### src/rtl/rf_wr_arbiter_if.sv
// Writeback request bus and register-file write port.
// The arbiter is the slave; writeback sources and the register file are the master.
interface rf_wr_arbiter_if #(
  parameter int N_REQ = 3,
  parameter int XLEN  = 32
);
  logic [N_REQ-1:0]      req_valid;
  logic [N_REQ*5-1:0]    req_rd;
  logic [N_REQ*XLEN-1:0] req_data;
  logic [N_REQ-1:0]      req_ready;
  logic                  wr_hold;
  logic [4:0]            rd;
  logic [XLEN-1:0]       DataWr;
  logic                  RFWr;
  logic                  busy;

  modport master (
    output req_valid, req_rd, req_data, wr_hold,
    input  req_ready, rd, DataWr, RFWr, busy
  );

  modport slave (
    input  req_valid, req_rd, req_data, wr_hold,
    output req_ready, rd, DataWr, RFWr, busy
  );
endinterface

### src/rtl/rf_wr_arbiter.sv
// Register-file write-port arbiter: one grant per cycle, registered write.
// Define RF_ARB_FIXED_PRIO_EN for fixed priority (lowest index wins).
module rf_wr_arbiter #(
  parameter int N_REQ = 3,
  parameter int XLEN  = 32
) (
  input logic           CLK,
  input logic           RST_N,
  rf_wr_arbiter_if.slave bus
);

  logic            found;
  logic [2:0]      gnt_idx;
  logic [4:0]      rd_w;
  logic [XLEN-1:0] data_w;
  logic [4:0]      rd_q;
  logic [XLEN-1:0] data_q;
  logic            rfwr_q;

`ifdef RF_ARB_FIXED_PRIO_EN
  // Lowest asserted index wins; hold and reset suppress any grant.
  always_comb begin
    found   = 1'b0;
    gnt_idx = '0;
    for (int k = 0; k < N_REQ; k++) begin
      if (!found && bus.req_valid[k]) begin
        found   = 1'b1;
        gnt_idx = 3'(k);
      end
    end
    if (bus.wr_hold || !RST_N) found = 1'b0;
  end
`else
  logic [2:0] ptr_q;
  logic [2:0] ptr_d;
  logic [3:0] idx;
  logic       vbit;

  // Scan from ptr upward, wrapping, for the first valid requester.
  always_comb begin
    found   = 1'b0;
    gnt_idx = '0;
    idx     = '0;
    vbit    = 1'b0;
    for (int k = 0; k < N_REQ; k++) begin
      idx = {1'b0, ptr_q} + 4'(k);
      if (idx >= 4'(N_REQ)) idx = idx - 4'(N_REQ);
      vbit = 1'b0;
      for (int j = 0; j < N_REQ; j++) begin
        if (idx == 4'(j)) vbit = bus.req_valid[j];
      end
      if (!found && vbit) begin
        found   = 1'b1;
        gnt_idx = idx[2:0];
      end
    end
    if (bus.wr_hold || !RST_N) found = 1'b0;
    ptr_d = ptr_q;
    if (found) begin
      if (gnt_idx == 3'(N_REQ - 1)) ptr_d = 3'd0;
      else                          ptr_d = gnt_idx + 3'd1;
    end
  end

  // Priority pointer moves just past the last winner.
  always_ff @(posedge CLK or negedge RST_N) begin
    if (!RST_N) ptr_q <= 3'd0;
    else        ptr_q <= ptr_d;
  end
`endif

  // Select the winner's destination and data fields.
  always_comb begin
    rd_w   = '0;
    data_w = '0;
    for (int k = 0; k < N_REQ; k++) begin
      if (gnt_idx == 3'(k)) begin
        rd_w   = bus.req_rd[5*k +: 5];
        data_w = bus.req_data[XLEN*k +: XLEN];
      end
    end
  end

  assign bus.req_ready = found ? (N_REQ'(1) << gnt_idx) : '0;
  assign bus.busy      = |(bus.req_valid & ~bus.req_ready);

  // Register the accepted write; writes to x0 are consumed but not enabled.
  always_ff @(posedge CLK or negedge RST_N) begin
    if (!RST_N) begin
      rd_q   <= '0;
      data_q <= '0;
      rfwr_q <= 1'b0;
    end else if (found) begin
      rd_q   <= rd_w;
      data_q <= data_w;
      rfwr_q <= |rd_w;
    end else begin
      rfwr_q <= 1'b0;
    end
  end

  assign bus.rd     = rd_q;
  assign bus.DataWr = data_q;
  assign bus.RFWr   = rfwr_q;

endmodule
### src/flat_wrapper.sv
// flat-port wrapper written by rule: the top's interface ports become plain ports
module rf_wr_arbiter_flat 
#(
  parameter int N_REQ = 3,
  parameter int XLEN  = 32
)
  (CLK, RST_N, bus_req_valid, bus_req_rd, bus_req_data, bus_wr_hold, bus_req_ready, bus_rd, bus_DataWr, bus_RFWr, bus_busy);
  rf_wr_arbiter_if #(.N_REQ(N_REQ), .XLEN(XLEN)) bus_i ();
  input logic CLK;
  input logic RST_N;
  input wire logic [$bits(bus_i.req_valid)-1:0] bus_req_valid;
  input wire logic [$bits(bus_i.req_rd)-1:0] bus_req_rd;
  input wire logic [$bits(bus_i.req_data)-1:0] bus_req_data;
  input wire logic [$bits(bus_i.wr_hold)-1:0] bus_wr_hold;
  output wire logic [$bits(bus_i.req_ready)-1:0] bus_req_ready;
  output wire logic [$bits(bus_i.rd)-1:0] bus_rd;
  output wire logic [$bits(bus_i.DataWr)-1:0] bus_DataWr;
  output wire logic [$bits(bus_i.RFWr)-1:0] bus_RFWr;
  output wire logic [$bits(bus_i.busy)-1:0] bus_busy;
  assign bus_i.req_valid = bus_req_valid;
  assign bus_i.req_rd = bus_req_rd;
  assign bus_i.req_data = bus_req_data;
  assign bus_i.wr_hold = bus_wr_hold;
  assign bus_req_ready = bus_i.req_ready;
  assign bus_rd = bus_i.rd;
  assign bus_DataWr = bus_i.DataWr;
  assign bus_RFWr = bus_i.RFWr;
  assign bus_busy = bus_i.busy;
  rf_wr_arbiter #(.N_REQ(N_REQ), .XLEN(XLEN)) u_core (.CLK(CLK), .RST_N(RST_N), .bus(bus_i));
endmodule
### config.mk
export PLATFORM = sky130hd
export DESIGN_NAME = rf_wr_arbiter_flat
export DESIGN_NICKNAME = d
export VERILOG_FILES = /design/src/rtl/rf_wr_arbiter_if.sv /design/src/rtl/rf_wr_arbiter.sv /design/src/flat_wrapper.sv
export SDC_FILE = /design/constraint.sdc
export NUM_CORES = 1
export LEC_CHECK = 0
export BUFFER_PORTS_ARGS = -buffer_cell sky130_fd_sc_hd__clkbuf_2
export CAP_MARGIN = 10
export CELL_PAD_IN_SITES_DETAIL_PLACEMENT = 1
export CELL_PAD_IN_SITES_GLOBAL_PLACEMENT = 2
export CORE_MARGIN = 10
export CORE_UTILIZATION = 25
export DETAILED_ROUTE_END_ITERATION = 7
export PLACE_DENSITY = 0.9
export SLEW_MARGIN = 20
export SYNTH_ARGS = -nofsm -noshare
export SYNTH_HDL_FRONTEND = slang
export SYNTH_SLANG_ARGS = --single-unit
### constraint.sdc
create_clock -name CLK -period 4.1 [get_ports CLK]
set_input_delay 1.025 -clock CLK [delete_from_list [all_inputs] [get_ports CLK]]
set_output_delay 1.025 -clock CLK [all_outputs]
set_load 0.01 [all_outputs]
==> impl_metrics.sql, run 1 <==
INSERT INTO impl_metrics (metric_group, metric, value, unit) VALUES
('critical_path', 'timing.critical_path.from', 'u_core.ptr_q[0]', ''),
('global_route', 'grt_first_pass_wirelength', '16400', 'um'),
('pwr', 'power.static_leakage', '2.03', 'nW'),
('clock_network', 'tritoncts.num_buffers', '5', ''),
('clock_network', 'cts.root.buffer_cell', 'sky130_fd_sc_hd__clkbuf_16', ''),
('placed_design', 'port_buf_inserts', '158', ''),
('yosys', 'synth-warning-count', '0', ''),
('yosys', 'synth_async_sr_flop_share', '100', '%'),
('cells_and_area', 'areaGrowthSynthToFinish', '41.5', '%'),
('placed_design', 'dp.final_hpwl', '8580', 'um'),
('yosys', 'synth.mux.area_fraction', '27.9', '%'),
('timing', 'slew_viol_final', '0', ''),
('critical_path', 'crit_arrival', '2.95', 'ns'),
('pwr', 'share_clk_of_total_power', '10.2', '%'),
('critical_path', 'start_kind', 'flip-flop', ''),
('cells_and_area', 'fin_nets', '599', ''),
('yosys', 'synth_flop_cell', 'sky130_fd_sc_hd__dfrtp_1', ''),
('clock_network', 'clkTransAtPathRegs', '0.06', 'ns'),
('yosys', 'netlist_area', '3000', 'um2'),
('yosys', 'ys_seq_elements', '41', ''),
('timing', 'final_cycle_utilization_of_the_critical_path', '97.1', '%'),
('floorplanning', 'row_count', '39', ''),
('yosys', 'post_synth_cell_types', '48', ''),
('yosys', 'synth_top_cells_by_area', 'sky130_fd_sc_hd__dfrtp_1 34%, sky130_fd_sc_hd__mux2i_1 14%, sky130_fd_sc_hd__mux2_2 12%, sky130_fd_sc_hd__o21ai_1 5.8%, sky130_fd_sc_hd__nand2_1 5.4%', ''),
('cells_and_area', 'insertedDiodeCount', '0', ''),
('timing', 'max_clock_freq', '0.251', 'GHz'),
('drt', 'postRouteWirelength', '10500', 'um'),
('clock_network', 'cts_hold_buffers', '0', ''),
('run_status', 'status', 'finished clean', ''),
('floorplanning', 'top_level_ports', '159', ''),
('yosys', 'synth_enable_flop_cells', '0', ''),
('pwr', 'total_switching_power', '1.65', 'mW'),
('timing', 'fin_worst_skew', '0.00441', 'ns'),
('hold_path', 'hp-start', 'u_core.bus.DataWr[12]', ''),
('pwr', 'combPwrFrac', '70.4', '%'),
('yosys', 'ys_seq_area_share', '34.2', '%'),
('floorplanning', 'initial_core_util', '25.9', '%'),
('drt', 'detailedRoute.firstPassIterationCount', '4', ''),
('timing', 'timing_hold_violations_final', '0', ''),
('drt', 'num_vias', '2922', ''),
('pwr', 'power.switching_fraction', '44.0', '%'),
('yosys', 'yosysTopAreaCellShare', '34.2', '%'),
('floorplanning', 'die_height', '130', 'um'),
('global_route', 'gr-usage-all-layers', '12.0', '%'),
('pwr', 'ir_drop', '0.324', 'mV'),
('yosys', 'syn-mean-instance-area', '9.68', 'um2'),
('pwr', 'seq_power_share', '19.4', '%'),
('timing', 'slew_headroom', '60.7', '%'),
('timing', 'whs', '0.480', 'ns'),
('floorplanning', 'dieArea', '16800', 'um2'),
('yosys', 'synth_simple_gate_area_share', '13.3', '%'),
('drt', 'remaining_drc_errors', '0', ''),
('hold_path', 'hold_path_class', 'flip-flop to flip-flop', ''),
('floorplanning', 'dieWidth', '130', 'um'),
('yosys', 'synth_top_family_by_area', 'multiplexers', ''),
('global_route', 'grt_start_max_net_pins', '53', ''),
('clock_network', 'clock_latency', '0.28', 'ns'),
('critical_path', 'cp-end-kind', 'output pin', ''),
('yosys', 'syn-num-nets', '436', ''),
('clock_network', 'tritoncts', 'built', ''),
('cells_and_area', 'design_area', '4250', 'um2'),
('timing', 'final.min_clock_period', '3.98', 'ns'),
('clock_network', 'cts_num_sinks', '41', ''),
('placed_design', 'place.gp.congestion', '0.825', ''),
('clock_network', 'clockBufferDepth', '2', ''),
('critical_path', 'worst_setup_path_type', 'flip-flop to output pin', ''),
('pwr', 'powerDensity', '883', 'nW/um2'),
('yosys', 'synth_top_area_cell', 'sky130_fd_sc_hd__dfrtp_1', ''),
('cells_and_area', 'proportion_of_layout_cells_with_a_drive_suffix_above_1', '51.3', '%'),
('yosys', 'xor_xnor_fraction_of_synth_area', '0.584', '%'),
('placed_design', 'placedInstanceArea', '3900', 'um2');
## cell usage after synthesis, types with 2 or more instances
library cell,instances
sky130_fd_sc_hd__nand3_1,4
sky130_fd_sc_hd__a32oi_1,2
sky130_fd_sc_hd__ha_1,9
sky130_fd_sc_hd__mux2_1,4
sky130_fd_sc_hd__o211ai_1,2
sky130_fd_sc_hd__mux2_2,32
sky130_fd_sc_hd__buf_6,10
sky130_fd_sc_hd__nor2b_1,5
sky130_fd_sc_hd__dfrtp_1,41
sky130_fd_sc_hd__nand2_1,43
sky130_fd_sc_hd__xnor2_1,2
sky130_fd_sc_hd__and3_1,4
sky130_fd_sc_hd__nand2b_1,5
sky130_fd_sc_hd__o221ai_1,2
sky130_fd_sc_hd__o21ai_1,35
sky130_fd_sc_hd__inv_1,10
sky130_fd_sc_hd__clkbuf_1,6
sky130_fd_sc_hd__mux2i_1,41
sky130_fd_sc_hd__o21bai_1,2
sky130_fd_sc_hd__nor3_1,3
sky130_fd_sc_hd__nor2_1,12
sky130_fd_sc_hd__buf_2,2
sky130_fd_sc_hd__o21ai_0,6
sky130_fd_sc_hd__a21oi_1,3
sky130_fd_sc_hd__o31a_1,2
## worst paths after layout
path	to	slack [ns]	depth (start not counted)
worst max-delay path	bus_busy	0.12	11
max in group asynchronous	u_core.ptr_q[1]	2.81	2
min in group asynchronous	u_core.bus.DataWr[0]	0.89	2
worst max register to register	u_core.bus.DataWr[15]	0.49	13
worst min register to register	u_core.bus.DataWr[12]	0.48	1
worst min-delay path	u_core.bus.DataWr[12]	0.48	1
## stage by stage
stage | total power [mW] | worst slack (ns) | utilization (%) | std cells | TNS [ns]
floorplan | 2.57 | 0.214 | - | 310 | 0
global placement | 3.11 | 0.288 | 33.7 | 601 | 0
detailed placement | 3.18 | 0.0804 | 33.7 | 601 | 0
CTS | 3.68 | 0.00746 | 35.7 | 613 | 0
global route | 4.10 | -0.0182 | 36.7 | 617 | -0.0182
finish | 3.75 | 0.120 | 36.7 | 617 | 0
## layout by cell type (no fill, tap or decap), types with 2 or more instances in the layout
cell type	n
sky130_fd_sc_hd__ha_1	3
sky130_fd_sc_hd__dfrtp_1	40
sky130_fd_sc_hd__nor2_1	9
sky130_fd_sc_hd__mux2_1	4
sky130_fd_sc_hd__nor3_1	3
sky130_fd_sc_hd__clkbuf_2	158
sky130_fd_sc_hd__o21ai_0	5
sky130_fd_sc_hd__inv_4	2
sky130_fd_sc_hd__mux2_2	32
sky130_fd_sc_hd__ha_2	2
sky130_fd_sc_hd__nand2_1	43
sky130_fd_sc_hd__clkinvlp_4	2
sky130_fd_sc_hd__clkbuf_16	5
sky130_fd_sc_hd__buf_4	17
sky130_fd_sc_hd__inv_1	8
sky130_fd_sc_hd__o221ai_1	2
sky130_fd_sc_hd__nand2b_1	4
sky130_fd_sc_hd__mux2i_1	41
sky130_fd_sc_hd__a32oi_1	2
sky130_fd_sc_hd__o211ai_1	2
sky130_fd_sc_hd__o31a_1	2
sky130_fd_sc_hd__and3_1	3
sky130_fd_sc_hd__a21oi_2	2
sky130_fd_sc_hd__ha_4	4
sky130_fd_sc_hd__o21ai_1	35
sky130_fd_sc_hd__nor2b_1	5
sky130_fd_sc_hd__nand3_1	3
sky130_fd_sc_hd__nor2_2	2
## routing by layer
metal	vias to the layer above	routed length, um	track usage (%)
met3	5	926	5.26
li1	1425	-	-
met1	1404	4100	12.7
met5	-	0	0
met2	88	5360	21.6
met4	0	67	2.38
## sequential cells by signal (all words and copies together), names as in the netlist
register           count
u_core.ptr_q           3
u_core.bus.rd          5
u_core.bus.DataWr     32
u_core.bus.RFWr        1
## worst max-delay path: stages, from the launching register on
cell and delay [ns]:
sky130_fd_sc_hd__dfrtp_1 0.43, sky130_fd_sc_hd__ha_4 0.19, sky130_fd_sc_hd__inv_4 0.07, sky130_fd_sc_hd__ha_4 0.21, sky130_fd_sc_hd__nor2b_1 0.15, sky130_fd_sc_hd__a2111o_1 0.41
sky130_fd_sc_hd__and3_4 0.21, sky130_fd_sc_hd__o31a_1 0.31, sky130_fd_sc_hd__o32ai_4 0.18, sky130_fd_sc_hd__and4b_1 0.25, sky130_fd_sc_hd__a21oi_2 0.10, sky130_fd_sc_hd__clkbuf_2 0.14
## power groups by stage
stage          registers [mW]  clock network (mW)  logic, mW
6_report                0.727               0.382       2.64
5_1_grt                 0.759               0.417       2.93
4_1_cts                 0.728               0.400       2.55
3_5_place_dp            0.731                   0       2.45
3_3_place_gp            0.719                   0       2.39
2_1_floorplan           0.814                   0       1.75
## repair_timing
action                                  CTS  global route
hold endpoints to repair                  0             0
resized for setup                        14            18
endpoints found under the setup margin    3             3
pin swaps                                 3            10
buffers inserted                          4             4
## layout make-up
class,count,area [um2]
fillers,1384,7320
well taps,143,179
multi-input cells,238,1920
inverters,11,46.3
clock buffers,6,129
clock inverters,2,15.0
flip-flops and latches,41,1030
repair buffers,176,930
## cells by family (layout without fill, tap and decap cells)
kind of cell,count (synthesis),in the layout
simple gates,85,85
xor+xnor,2,2
compound gates,64,64
buf+inv,31,195
mux,78,78
fa+ha+maj,9,9
flops,41,41
Note: power is estimated with default switching activity, not from simulation.
==> run 2, diff against run 1 <==
--- a/config.mk
+++ b/config.mk
@@ -13,6 +13,7 @@
 export CORE_UTILIZATION = 25
 export DETAILED_ROUTE_END_ITERATION = 7
 export PLACE_DENSITY = 0.9
+export SETUP_SLACK_MARGIN = 0.3
 export SLEW_MARGIN = 20
 export SYNTH_ARGS = -nofsm -noshare
 export SYNTH_HDL_FRONTEND = slang
==> run 2 against run 1 <==
Compared with the run above:
- sequential power is essentially flat
- clock skew shrank 0.0014 ns
- fmax up 0.47%
- design area grew 2.5%
- global-route usage grew 0.85 points
- combinational power is 6% higher
- total power up 4.2%
- register-to-register slack better by 0.02 ns
- first-iteration DRC count up 38%
- cell count rose by 1.3%
- sequential share of layout area is 0.56 points lower
- critical path depth rose by 1
- critical endpoint unchanged
==> impl_metrics.sql, run 2 (synthesis gave the netlist of run 1 again) <==
INSERT INTO impl_metrics (metric_group, metric, value, unit) VALUES
('floorplanning', 'die_height', '130', 'um'),
('cells_and_area', 'final.fill_count', '1375', ''),
('floorplanning', 'dieWidth', '130', 'um'),
('global_route', 'grt_antenna_before_repair', '1', ''),
('cells_and_area', 'most_frequent_cells_in_the_layout', '156 x sky130_fd_sc_hd__clkbuf_2, 43 x sky130_fd_sc_hd__nand2_1, 41 x sky130_fd_sc_hd__mux2i_1', ''),
('timing', 'timing_hold_violations_final', '0', ''),
('pwr', 'combPwrFrac', '71.5', '%'),
('placed_design', 'dp_slack', '0.0909', 'ns'),
('clock_network', 'clock_tree.htree_level_count', '2', ''),
('clock_network', 'cts_hold_buffers', '0', ''),
('pwr', 'totalPowerFinal', '3.91', 'mW'),
('pwr', 'power.switching_fraction', '44.2', '%'),
('pwr', 'power.static_leakage', '2.08', 'nW'),
('pwr', 'powerDensity', '898', 'nW/um2'),
('cells_and_area', 'insertedDiodeCount', '0', ''),
('timing', 'max_clock_freq', '0.252', 'GHz'),
('critical_path', 'crit_arrival', '2.94', 'ns'),
('run_status', 'status', 'finished clean', ''),
('placed_design', 'port_buf_inserts', '158', ''),
('floorplanning', 'row_count', '39', ''),
('pwr', 'ir_drop', '0.324', 'mV'),
('drt', 'vias_per_cell', '4.80', ''),
('placed_design', 'placedInstanceArea', '3910', 'um2'),
('clock_network', 'clkTransAtPathRegs', '0.06', 'ns'),
('global_route', 'number_of_global_route_vias_before_repair', '3359', ''),
('floorplanning', 'top_level_ports', '159', ''),
('timing', 'timing.setup.tns', '0', 'ns'),
('placed_design', 'dp.final_hpwl', '8690', 'um'),
('timing', 'unrepaired_setup_endpoints_after_global_routing', 'yes', ''),
('drt', 'remaining_drc_errors', '0', ''),
('critical_path', 'peak_fanout_along_the_critical_path', '4', ''),
('placed_design', 'place.gp.congestion', '0.839', ''),
('critical_path', 'start_kind', 'flip-flop', ''),
('timing', 'fin_worst_skew', '0.00297', 'ns'),
('pwr', 'share_clk_of_total_power', '9.9', '%'),
('timing', 'slew_headroom', '57.3', '%'),
('clock_network', 'clockBufferDepth', '2', ''),
('job', 'cap_violations', '0', ''),
('drt', 'detail_route.wl_per_cell', '17.7', 'um'),
('global_route', 'gr-usage-all-layers', '12.8', '%'),
('timing', 'final.min_clock_period', '3.96', 'ns'),
('timing', 'final-setup-viol-count', '0', ''),
('drt', 'num_vias', '3003', ''),
('clock_network', 'cts.root.buffer_cell', 'sky130_fd_sc_hd__clkbuf_16', ''),
('floorplanning', 'placeable_core_region', '11600', 'um2'),
('floorplanning', 'dieArea', '16800', 'um2'),
('cells_and_area', 'design_area', '4350', 'um2'),
('pwr', 'cell_internal_pwr', '2.18', 'mW'),
('drt', 'detailedRoute.firstPassIterationCount', '6', ''),
('critical_path', 'worst_setup_path_type', 'flip-flop to output pin', ''),
('timing', 'tightestPinTransition', '0.636', 'ns'),
('cells_and_area', 'fin_cells', '625', ''),
('drt', 'drt.antenna.violating_nets', '0', ''),
('pwr', 'total_switching_power', '1.73', 'mW'),
('critical_path', 'worstPathRequired', '3.07', 'ns'),
('timing', 'slew_viol_final', '0', ''),
('hold_path', 'hold_path_class', 'flip-flop to flip-flop', ''),
('floorplanning', 'initial_core_util', '25.9', '%'),
('timing', 'final_cycle_utilization_of_the_critical_path', '96.6', '%'),
('placed_design', 'dp_cells', '600', ''),
('global_route', 'grt_first_pass_wirelength', '17300', 'um'),
('cells_and_area', 'proportion_of_layout_cells_with_a_drive_suffix_above_1', '52.9', '%'),
('global_route', 'gr-total-overflow', '0', ''),
('cells_and_area', 'fin_nets', '607', ''),
('drt', 'postRouteWirelength', '11100', 'um'),
('cells_and_area', 'largest_register_ffs', '32', ''),
('drt', 'detail_route.iter0.violations', '90', ''),
('pwr', 'seq_power_share', '18.6', '%'),
('timing', 'setup_slack', '0.139', 'ns'),
('cells_and_area', 'most_frequent_standard_cell_in_the_layout_excluding_fill_and_tap_cells', 'sky130_fd_sc_hd__clkbuf_2', ''),
('critical_path', 'cp-end-kind', 'output pin', ''),
('cells_and_area', 'areaGrowthSynthToFinish', '45.0', '%'),
('clock_network', 'clock_latency', '0.29', 'ns'),
('clock_network', 'cts_num_sinks', '41', ''),
('global_route', 'grt_start_max_net_pins', '55', ''),
('clock_network', 'tritoncts.num_buffers', '5', ''),
('clock_network', 'tritoncts', 'built', '');
[run 2: cell types whose count changed in the layout (fill, tap and decap cells not counted), sizes merged]
| cell | before | now |
|---|---|---|
| inv | 11 | 10 |
| buf | 18 | 28 |
| clkinvlp | 2 | 1 |
| clkinv | 0 | 3 |
| clkbuf | 164 | 161 |
[run 2: path summary, 6_finish.rpt]
path	cells after the start	from	end	slack, ns
worst min register to register	1	u_core.bus.DataWr[16]	u_core.bus.DataWr[16]	0.49
max in group asynchronous	2	RST_N	u_core.ptr_q[1]	2.82
min in group asynchronous	2	RST_N	u_core.bus.DataWr[13]	0.89
worst max register to register	13	u_core.ptr_q[1]	u_core.bus.DataWr[10]	0.51
worst min-delay path	1	u_core.bus.DataWr[16]	u_core.bus.DataWr[16]	0.49
worst max-delay path	12	u_core.ptr_q[1]	bus_busy	0.14
[run 2: power groups by stage]
| stage | Clock, mW | Combinational (mW) | Sequential [mW] |
|---|---|---|---|
| after floorplan | 0 | 1.77 | 0.814 |
| after global placement | 0 | 2.40 | 0.716 |
| after detailed placement | 0 | 2.48 | 0.731 |
| after CTS | 0.408 | 2.80 | 0.731 |
| after global routing | 0.425 | 3.07 | 0.759 |
| final | 0.388 | 2.79 | 0.727 |
[run 2: final cells by class]
type,count,area (um2),share of cell area (%)
Timing Repair Buffer,184,1000,23.0
Clock inverter,3,17.5,0.403
Inverter,11,56.3,1.29
Multi-Input combinational cell,238,1940,44.7
Tap cell,143,179,4.11
Clock buffer,5,125,2.88
Sequential cell,41,1030,23.6
[run 2: timing repair]
action | 4_1_cts | 5_1_grt
hold endpoints to repair | 0 | 0
buffers inserted | 16 | 1
pin swaps | 12 | 9
resized for setup | 37 | 4
endpoints found under the setup margin | 4 | 4
[run 2: per-stage QoR]
step           utilization (%)  hold slack, ns
2_1_floorplan                -           0.529
3_3_place_gp              33.8           0.470
3_5_place_dp              33.8           0.478
4_1_cts                   37.5           0.494
5_1_grt                   37.6           0.521
6_report                  37.6           0.489
[run 2: worst max-delay path, cell delays in order (launching register included)]
cell                       delay (ns)
sky130_fd_sc_hd__dfrtp_2         0.45
sky130_fd_sc_hd__ha_4            0.19
sky130_fd_sc_hd__inv_4           0.08
sky130_fd_sc_hd__ha_4            0.22
sky130_fd_sc_hd__nor2b_4         0.13
sky130_fd_sc_hd__a2111o_1        0.36
sky130_fd_sc_hd__and3_4          0.21
sky130_fd_sc_hd__o31a_1          0.31
sky130_fd_sc_hd__o32ai_4         0.15
sky130_fd_sc_hd__buf_6           0.14
sky130_fd_sc_hd__and4b_1         0.18
sky130_fd_sc_hd__a21oi_2         0.09
sky130_fd_sc_hd__buf_2           0.13
[run 2: routing by layer]
metal  vias to the layer above  part of all wire (%)  wire, um  track usage (%)
met2                        94                    51      5620             22.8
met1                      1445                    39      4300             13.6
met4                         2                  0.94       104             2.98
li1                       1450                     -         -                -
met3                        12                   9.4      1050             6.00
met5                         -                  0.12        13                0
